<file path="config.mk">
export PLATFORM = sky130hd
export DESIGN_NAME = conv_tap_sequencer
export DESIGN_NICKNAME = d
export VERILOG_FILES = /design/src/rtl/conv_pkg.sv /design/src/rtl/conv_coef_bank.sv /design/src/rtl/conv_tap_sequencer.sv
export SDC_FILE = /design/constraint.sdc
export NUM_CORES = 1
export LEC_CHECK = 0
export ABC_AREA = 1
export ABC_CLOCK_PERIOD_IN_PS = 3900
export BUFFER_PORTS_ARGS = -buffer_cell sky130_fd_sc_hd__buf_2
export CAP_MARGIN = 20
export CORE_ASPECT_RATIO = 1.1
export CORE_UTILIZATION = 30
export DETAILED_ROUTE_END_ITERATION = 7
export GPL_ROUTABILITY_DRIVEN = 0
export PLACE_DENSITY = 0.58
export SYNTH_ARGS = -nofsm -noshare
export SYNTH_HDL_FRONTEND = slang
export SYNTH_HIERARCHICAL = 1
export SYNTH_SLANG_ARGS = --single-unit
</file>
<file path="constraint.sdc">
create_clock -name Clk -period 3.9 [get_ports Clk]
set_input_delay 0.195 -clock Clk [delete_from_list [all_inputs] [get_ports Clk]]
set_output_delay 0.195 -clock Clk [all_outputs]
set_load 0.05 [all_outputs]
</file>
<file path="src/rtl/conv_pkg.sv">
`default_nettype none
// ============================================================================
//  Module      : conv_pkg
//  Description : Shared definitions for the convolution tap sequencer:
//                default widths, sequencer state encoding, and the 8-bit
//                pixel clamp applied to the signed accumulated sum.
//  Revision    : 1.0  initial release
// ============================================================================
package conv_pkg;

    localparam int DATA_W_DEF = 8;
    localparam int ACC_W_DEF  = 32;

    typedef enum logic [2:0] {
        IDLE   = 3'd0,
        CLEAR  = 3'd1,
        STREAM = 3'd2,
        DRAIN  = 3'd3,
        DONE   = 3'd4
    } state_t;

    // Saturate a signed sum into the displayable 0..255 pixel range.
    // Callers sign-extend their accumulator to 64 bits first.
    function automatic logic [7:0] clamp_u8(input logic signed [63:0] v);
        if (v < 64'sd0)
            return 8'd0;
        else if (v > 64'sd255)
            return 8'hFF;
        else
            return v[7:0];
    endfunction

endpackage : conv_pkg
`default_nettype wire

</file>
<file path="src/rtl/conv_coef_bank.sv">
`default_nettype none
// ============================================================================
//  Module      : conv_coef_bank
//  Description : TAPS-entry kernel weight register file. One write port
//                (qualified by the caller), one combinational read port.
//  Ports       : Clk, Reset (async, active-high) ; we/waddr/wdata write ;
//                raddr -> rdata combinational read.
//  Revision    : 1.0  initial release
// ============================================================================
module conv_coef_bank #(
    parameter int TAPS   = 9,
    parameter int DATA_W = 8,
    parameter int ADDR_W = 4
) (
    input  logic              Clk,
    input  logic              Reset,
    input  logic              we,
    input  logic [ADDR_W-1:0] waddr,
    input  logic [DATA_W-1:0] wdata,
    input  logic [ADDR_W-1:0] raddr,
    output logic [DATA_W-1:0] rdata
);

    // All taps flattened so the read mux is a single indexed part-select.
    logic [TAPS*DATA_W-1:0] taps_flat;

    for (genvar i = 0; i < TAPS; i++) begin : g_tap
        logic [DATA_W-1:0] tap_q;
        logic [DATA_W-1:0] tap_d;

        always_comb begin
            tap_d = tap_q;
            if (we && (waddr == ADDR_W'(i)))
                tap_d = wdata;
        end

        always_ff @(posedge Clk or posedge Reset) begin
            if (Reset)
                tap_q <= '0;
            else
                tap_q <= tap_d;
        end

        assign taps_flat[i*DATA_W +: DATA_W] = tap_q;
    end

    assign rdata = taps_flat[int'(raddr)*DATA_W +: DATA_W];

endmodule : conv_coef_bank
`default_nettype wire

</file>
<file path="src/rtl/conv_tap_sequencer.sv">
`default_nettype none
// ============================================================================
//  Module      : conv_tap_sequencer
//  Description : Feeds (pixel, weight) pairs to an external MAC for each
//                accepted image window, waits for the MAC pipeline to settle,
//                captures the accumulated sum and presents it (plus an
//                8-bit clamped pixel) on a valid/ready output.
//  Ports       : Clk, Reset (async, active-high)
//                coef_we/coef_addr/coef_data : kernel write (IDLE only)
//                win_valid/win_ready/win_data: window input handshake
//                x, y, AccumReset            : MAC operands and clear
//                LocalReg                    : MAC accumulator value
//                out_valid/out_ready/out_data/out_pix : result handshake
//                busy                        : high outside IDLE
//  Revision    : 1.0  initial release
// ============================================================================
module conv_tap_sequencer
    import conv_pkg::*;
#(
    parameter int TAPS    = 9,
    parameter int DATA_W  = DATA_W_DEF,
    parameter int ACC_W   = ACC_W_DEF,
    parameter int MAC_LAT = 1,
    localparam int ADDR_W = (TAPS > 1) ? $clog2(TAPS) : 1
) (
    input  logic                   Clk,
    input  logic                   Reset,
    input  logic                   coef_we,
    input  logic [ADDR_W-1:0]      coef_addr,
    input  logic [DATA_W-1:0]      coef_data,
    input  logic                   win_valid,
    output logic                   win_ready,
    input  logic [TAPS*DATA_W-1:0] win_data,
    output logic [DATA_W-1:0]      x,
    output logic [DATA_W-1:0]      y,
    output logic                   AccumReset,
    input  logic [ACC_W-1:0]       LocalReg,
    output logic                   out_valid,
    input  logic                   out_ready,
    output logic [ACC_W-1:0]       out_data,
    output logic [7:0]             out_pix,
    output logic                   busy
);

    localparam logic [ADDR_W-1:0] IDX_LAST   = ADDR_W'(TAPS - 1);
    localparam logic [2:0]        DRAIN_LAST = 3'(MAC_LAT - 1);

    state_t                  state_q,  state_d;
    logic [ADDR_W-1:0]       idx_q,    idx_d;
    logic [2:0]              drain_q,  drain_d;
    logic [TAPS*DATA_W-1:0]  win_q,    win_d;
    logic [ACC_W-1:0]        result_q, result_d;

    logic                    coef_wr_en;
    logic [DATA_W-1:0]       coef_rd;

    // Kernel may only change between windows so a window in flight always
    // sees one consistent kernel. Same-cycle write + accept is fine: the
    // first tap is read two edges later.
    assign coef_wr_en = coef_we && (state_q == IDLE) &&
                        ({{(32-ADDR_W){1'b0}}, coef_addr} < 32'(TAPS));

    conv_coef_bank #(
        .TAPS   (TAPS),
        .DATA_W (DATA_W),
        .ADDR_W (ADDR_W)
    ) u_coef_bank (
        .Clk   (Clk),
        .Reset (Reset),
        .we    (coef_wr_en),
        .waddr (coef_addr),
        .wdata (coef_data),
        .raddr (idx_q),
        .rdata (coef_rd)
    );

    always_comb begin
        state_d  = state_q;
        idx_d    = idx_q;
        drain_d  = drain_q;
        win_d    = win_q;
        result_d = result_q;

        case (state_q)
            IDLE: begin
                if (win_valid) begin
                    win_d   = win_data;
                    state_d = CLEAR;
                end
            end
            CLEAR: begin
                idx_d   = '0;
                state_d = STREAM;
            end
            STREAM: begin
                if (idx_q == IDX_LAST) begin
                    drain_d = '0;
                    state_d = DRAIN;
                end else begin
                    idx_d = idx_q + 1'b1;
                end
            end
            DRAIN: begin
                // Zero operands keep the sum while the MAC pipeline empties.
                if (drain_q == DRAIN_LAST) begin
                    result_d = LocalReg;
                    state_d  = DONE;
                end else begin
                    drain_d = drain_q + 1'b1;
                end
            end
            DONE: begin
                if (out_ready)
                    state_d = IDLE;
            end
            default: state_d = IDLE;
        endcase
    end

    always_ff @(posedge Clk or posedge Reset) begin
        if (Reset) begin
            state_q  <= IDLE;
            idx_q    <= '0;
            drain_q  <= '0;
            win_q    <= '0;
            result_q <= '0;
        end else begin
            state_q  <= state_d;
            idx_q    <= idx_d;
            drain_q  <= drain_d;
            win_q    <= win_d;
            result_q <= result_d;
        end
    end

    // Reset is folded into the outputs so the MAC is held clear and no
    // window is accepted while Reset is asserted.
    assign win_ready  = (state_q == IDLE) && !Reset;
    assign AccumReset = Reset || (state_q == CLEAR);
    assign x          = (state_q == STREAM) ? win_q[int'(idx_q)*DATA_W +: DATA_W] : '0;
    assign y          = (state_q == STREAM) ? coef_rd : '0;
    assign out_valid  = (state_q == DONE);
    assign out_data   = result_q;
    assign out_pix    = clamp_u8(64'($signed(result_q)));
    assign busy       = (state_q != IDLE);

endmodule : conv_tap_sequencer
`default_nettype wire

</file>
# ---- After elaboration in Yosys (flattened, before gate mapping)
# Cells that the tools add are included.
dict set report classes {
  bitwise_logic 0
  n_mul 0
  n_lt_le_gt_ge 3
  n_div 0
  n_mux 14
  n_eq_ne 19
  n_reduce_logical 25
  shifts 2
  addsub 2
}
# operator count
set ops {}
lappend ops {{$shiftx 72x8->8} 2}
lappend ops {{$gt 32x9->1 const B} 1}
lappend ops {{$lt 32x1->1 const B} 1}
lappend ops {{$mux 8} 4}
lappend ops {{$mux 3} 6}
lappend ops {{$eq 4x3->1 const B} 4}
lappend ops {{$pmux 3 s5} 1}
lappend ops {{$logic_and 1x1->1} 12}
lappend ops {{$ne 2x2->1 const B} 5}
lappend ops {{$eq 4x2->1 const B} 2}
lappend ops {{$eq 4x4->1 const B} 2}
lappend ops {{$pmux 4 s2} 1}
lappend ops {{$eq 3x2->1 const B} 2}
lappend ops {{$logic_not 3->1} 2}
lappend ops {{$pmux 3 s2} 1}
lappend ops {{$reduce_and 2->1} 3}
lappend ops {{$add 4x1->4 const B} 1}
lappend ops {{$eq 4x1->1 const B} 1}
lappend ops {{$logic_not 4->1} 1}
lappend ops {{$lt 4x4->1 const B} 1}
lappend ops {{$mux 4} 1}
lappend ops {{$reduce_and 4->1} 1}
lappend ops {{$reduce_bool 2->1} 2}
lappend ops {{$add 3x1->3 const B} 1}
lappend ops {{other kinds (7)} 7}
dict set report totals {
  latchBits 0
  ram_bits 0
  n_memories 0
  output_inout_bits 60
  rom_bits 0
  elab_cells 79
  inputBits 121
  reg_bits 186
}

# ---- Logic depth before layout (Yosys ltp)
dict set report logic_depth {
  word_depth 4
  ltp_mapped 12
  depth_no_buf 10
}

# ---- Cells and area by module
# Netlist, hierarchy kept.
# mod n_inst seq_area_each_um2 area_each_um2 cells_per_inst
set by_module_without_submodules {}
lappend by_module_without_submodules {conv_tap_sequencer 1 2852.7 5505.3 666}
lappend by_module_without_submodules {conv_coef_bank 1 1801.7 3518.4 462}

# ---- Worst setup path before layout
# Ideal clock, no wire load.
dict set report synth_path {
  path_type {in2out}
  start {input Reset}
  end {output AccumReset}
  required_ps 3705
  path_slack_ps 89
  cell_stages 2
  t_arrival_ps 3616
  cell_sequence {inv_1 > nand2_1}
}
dict set report synth_between {
  elab_chain_len 1
}
# element line
set synth_lines {}
lappend synth_lines {{start: declaration} conv_tap_sequencer.sv:27} ;# input logic Reset,
lappend synth_lines {{$logic_or 1x1->1} conv_tap_sequencer.sv:139} ;# assign AccumReset = Reset || (state_q == CLEAR);
lappend synth_lines {{end: declaration} conv_tap_sequencer.sv:36} ;# output logic AccumReset,
# Every way passes these cells.

# ---- Worst setup path after layout
dict set report layout_path {
  start {register idx_q[1]}
  end {output x[2]}
}
dict set report layout_between {
  elab_chain_len 2
}
# element line
set layout_lines {}
lappend layout_lines {{start: declaration} conv_tap_sequencer.sv:49} ;# logic [ADDR_W-1:0] idx_q, idx_d;
lappend layout_lines {{start signal: assignment} conv_tap_sequencer.sv:129} ;# idx_q <= idx_d;
lappend layout_lines {{$shiftx 72x8->8} conv_tap_sequencer.sv:140} ;# assign x = (state_q == STREAM) ? win_q[int'(idx_q)*DATA_W +: DATA_W] : '0;
lappend layout_lines {{$mux 8} conv_tap_sequencer.sv:140}
lappend layout_lines {{end: declaration} conv_tap_sequencer.sv:34} ;# output logic [DATA_W-1:0] x,
# Every way passes these cells.

==> run summary <==
The sum of buffers and inverters on the critical path came out at 2. The hold-critical path depth came out at 3. The CTS sink count came out at 186. The number of buffers on the longest clock path came out at 2.

The clock input transition at the sequential cells of the worst setup and hold paths is 0.07 ns. The sum of internal, switching and leakage power is 9.16 mW. The worst voltage drop across the vdd grid is 0.648 mV. For this design the static power due to leakage is 5.80 nW. The dominant register cell in the synthesized netlist is sky130_fd_sc_hd__dfrtp_1. Summing the sequential cell areas from Yosys gives 51.6% of the chip area. The remaining antenna violation count is 0. The number of max-slew violations in the final report is 0. Across every metal layer, demand over resource in global routing totals 17.2%. The tree is rooted in a sky130_fd_sc_hd__clkbuf_16. The number of hold violations in the final report came to 0. Max-cap violations in this run came to 0. In this run the horizontal extent of the chip is 167 um.

After filler insertion, the fill cell instance count of the layout stands at 3007. The maximum frequency from static timing analysis came out at 312 MHz. Synthesis inferred 186 register bits.

The fraction of post-synthesis cell area in the top cell type by area came out at 51.6%. The quantity of I/O buffers inserted on ports is 180. STA classifies the critical path startpoint as a flip-flop. The height of the chip is 184 um. The I/O pin count came out at 181.

Once the floorplan was initialized, standard cells occupied 30.5% of the core. The critical path in this run is classified as reg -> out. The max-slew headroom at the worst pin came out at 32.0%. The depth of the worst register-to-register path is 8. After synthesis, the mean cell area works out to 8.00 um^2. The number of global-route vias before repair is 8081.

The tightest hold margin came out at 0.0162 ns. The HPWL after detailed placement is 16600 um. The fraction of layout cells with a size suffix above 1 came out at 18.8%. The cell family contributing the most delay on the critical path is buffers and inverters. The run finished with clean final reports. The first global-routing pass estimated 41700 um of wire.

In the post-synthesis netlist, the biggest area contributors are sky130_fd_sc_hd__dfrtp_1 52%, sky130_fd_sc_hd__nand2_1 15%, sky130_fd_sc_hd__o21ai_0 8.0%. The starting DRC count in detailed routing came out at 502. The number of synthesized flops with an enable pin came out at 0. In the routed design, unresolved DRC markers number 0. The final critical-path share of the clock period came out at 82.2%.

The TritonCTS clock tree is built. Traced cell by cell, the critical path runs through clkinv_1, nand3_1, nand3_1, nand3_1, a21oi_1, buf_2. The final number of setup-violating endpoints is 0. The count of antenna diodes in the layout is 0. sky130_fd_sc_hd__dfrtp_1 takes more of the synthesized area than any other cell. The hold-fix buffer count after cts came out at 96. At the end of the flow, the number of nets in the layout was 1502. The count of instances resized after the clock tree is built is 0. Setup repair after global routing left no endpoint under its margin. The worst setup path is captured at an output pin.

For this run the aggregate overflow at the end of global routing stands at 0. The wire length after detailed routing is 25700 um. The data arrival time of the critical path is 3.01 ns. The areal power density over the cells is 783 nW/um^2.

The core region is 29600 um^2. The worst register-to-register path begins at idx_q[1]. The total nets after synthesis is 1253. The first-pass iteration count of the detailed router is 7. Synthesis produced a netlist whose cell count is 1128.

The critical path's most frequent cell is sky130_fd_sc_hd__nand3_1. STA puts the critical path data required time at 3.70 ns. The transition time at the pin with the least slew margin came out at 1.02 ns. The top fanout value on the critical path is 21. The full die area came out at 30800 um^2. The register-to-register setup slack is 1.22 ns. After synthesis, the most frequently instantiated cells are 354 x sky130_fd_sc_hd__nand2_1, 186 x sky130_fd_sc_hd__dfrtp_1, 150 x sky130_fd_sc_hd__inv_1. Entering global routing, the biggest net connects 76 pins. The critical path starts at idx_q[1].

The number of H-tree levels is 4. Using the TritonRoute via totals, the vias-per-cell ratio works out to 4.58. The worst path needs 3.21 ns of the cycle, external delays included. The total number of vias came out at 8074. The clock buffer count from CTS came out at 17.

The count of warnings emitted by yosys came out at 6. The number of standard-cell rows in the floorplan is 66. The post-route setup TNS came out at 0 ns. The average wire per standard cell is 14.5 um.

The final cell utilization of the core is 39.6%. Summing every instance area after synthesis gives 9020 um^2. The logic depth of the worst setup path including buffers is 6.

The clock reaches the later pin of the worst-skew pair after 0.45 ns. The startpoint of the tightest hold check path is win_data[46]. The fraction of registers with async set/reset is 100%. In this run the worst hold path is classified as in -> reg. The initial antenna violation count is 0. The maximum clock skew at final layout is 0.0187 ns. In this design, the stage delay of the slowest critical-path cell is 0.90 ns. The area added between synthesis and finish is 29.6%. The number of distinct library cells after synthesis came out at 25. The number of setup buffers added after CTS is 0.

The cell type of the slowest stage on the worst timing path is sky130_fd_sc_hd__dfrtp_1. The cell with the most instances after synthesis is sky130_fd_sc_hd__nand2_1.
[worst reg2reg max path, stage by stage (launching register included)]
cell and delay, ns:
sky130_fd_sc_hd__dfrtp_1 0.90, sky130_fd_sc_hd__clkinv_1 0.74, sky130_fd_sc_hd__ha_1 0.42, sky130_fd_sc_hd__nand2_1 0.06, sky130_fd_sc_hd__nand2_1 0.10, sky130_fd_sc_hd__inv_1 0.13, sky130_fd_sc_hd__nand3_1 0.08, sky130_fd_sc_hd__nand2_1 0.08
sky130_fd_sc_hd__a21oi_1 0.05
[final cells by class]
type | instances | area [um^2] | share of cell area [%]
sequential | 186 | 4660 | 39.8
multi-input combinational | 731 | 3420 | 29.2
timing repair buffer | 283 | 1930 | 16.5
inverter | 158 | 596 | 5.09
tap | 374 | 468 | 4.00
clock buffer | 17 | 425 | 3.64
clock inverter | 15 | 208 | 1.78
[final timing paths]
check,endpoint
hold / removal,win_q[46]
max in group asynchronous,u_coef_bank/g_tap[7].tap_q[0]
min in group asynchronous,win_q[58]
setup reg to reg,idx_q[2]
hold reg to reg,u_coef_bank/g_tap[3].tap_q[5]
setup / recovery,x[2]
[cells by family after synthesis]
logic type	synth area share [%]
adder cells (fa/ha/maj)	0.555
multiplexers	3.49
buffers and inverters	10.6
flip-flops	51.6
AO/OA/AOI/OAI	9.21
AND/OR/NAND/NOR	24.6
[metrics by stage]
step	worst slack, ns	area [um^2]	cells
final	0.693	11700	1764
after global routing	0.386	11700	1764
after CTS	0.686	11700	1764
after detailed placement	1.18	10100	1636
after global placement	1.20	10100	1636
after floorplan	0.0892	9020	1128
[placed cells by master (no fill, tap or decap), types with 13 or more instances in the layout]
cell type / count
sky130_fd_sc_hd__nand2_1: 354
sky130_fd_sc_hd__a21oi_1: 13
sky130_fd_sc_hd__inv_1: 148
sky130_fd_sc_hd__dfrtp_1: 185
sky130_fd_sc_hd__buf_2: 180
sky130_fd_sc_hd__nand3_1: 115
sky130_fd_sc_hd__mux2_2: 28
sky130_fd_sc_hd__nor2_1: 53
sky130_fd_sc_hd__dlygate4sd3_1: 96
sky130_fd_sc_hd__o21ai_0: 145
sky130_fd_sc_hd__clkbuf_16: 17
[where the power goes]
group / internal, mW / switching (mW) / leakage, nW / total (mW)
combinational: 1.23 / 2.92 / 3.14 / 4.15
clock: 0.888 / 0.931 / 0.299 / 1.82
sequential: 2.73 / 0.467 / 2.36 / 3.20
[per-layer routing]
layer  GRT usage (%)  up-vias  share of wire [%]
met4            6.86        0                1.9
met1            22.0     3800                 46
met2            29.2      209                 49
li1                -     4039                  -
met3            2.30       26                3.9
met5               0        -                  0
[sequential cells by signal, indices dropped and copies added (netlist names)]
signal / count
win_q: 72
idx_q: 4
u_coef_bank/g_tap.tap_q: 72
out_data: 32
state_q: 3
drain_q: 3
No activity file was read; power rests on OpenSTA's default activity.
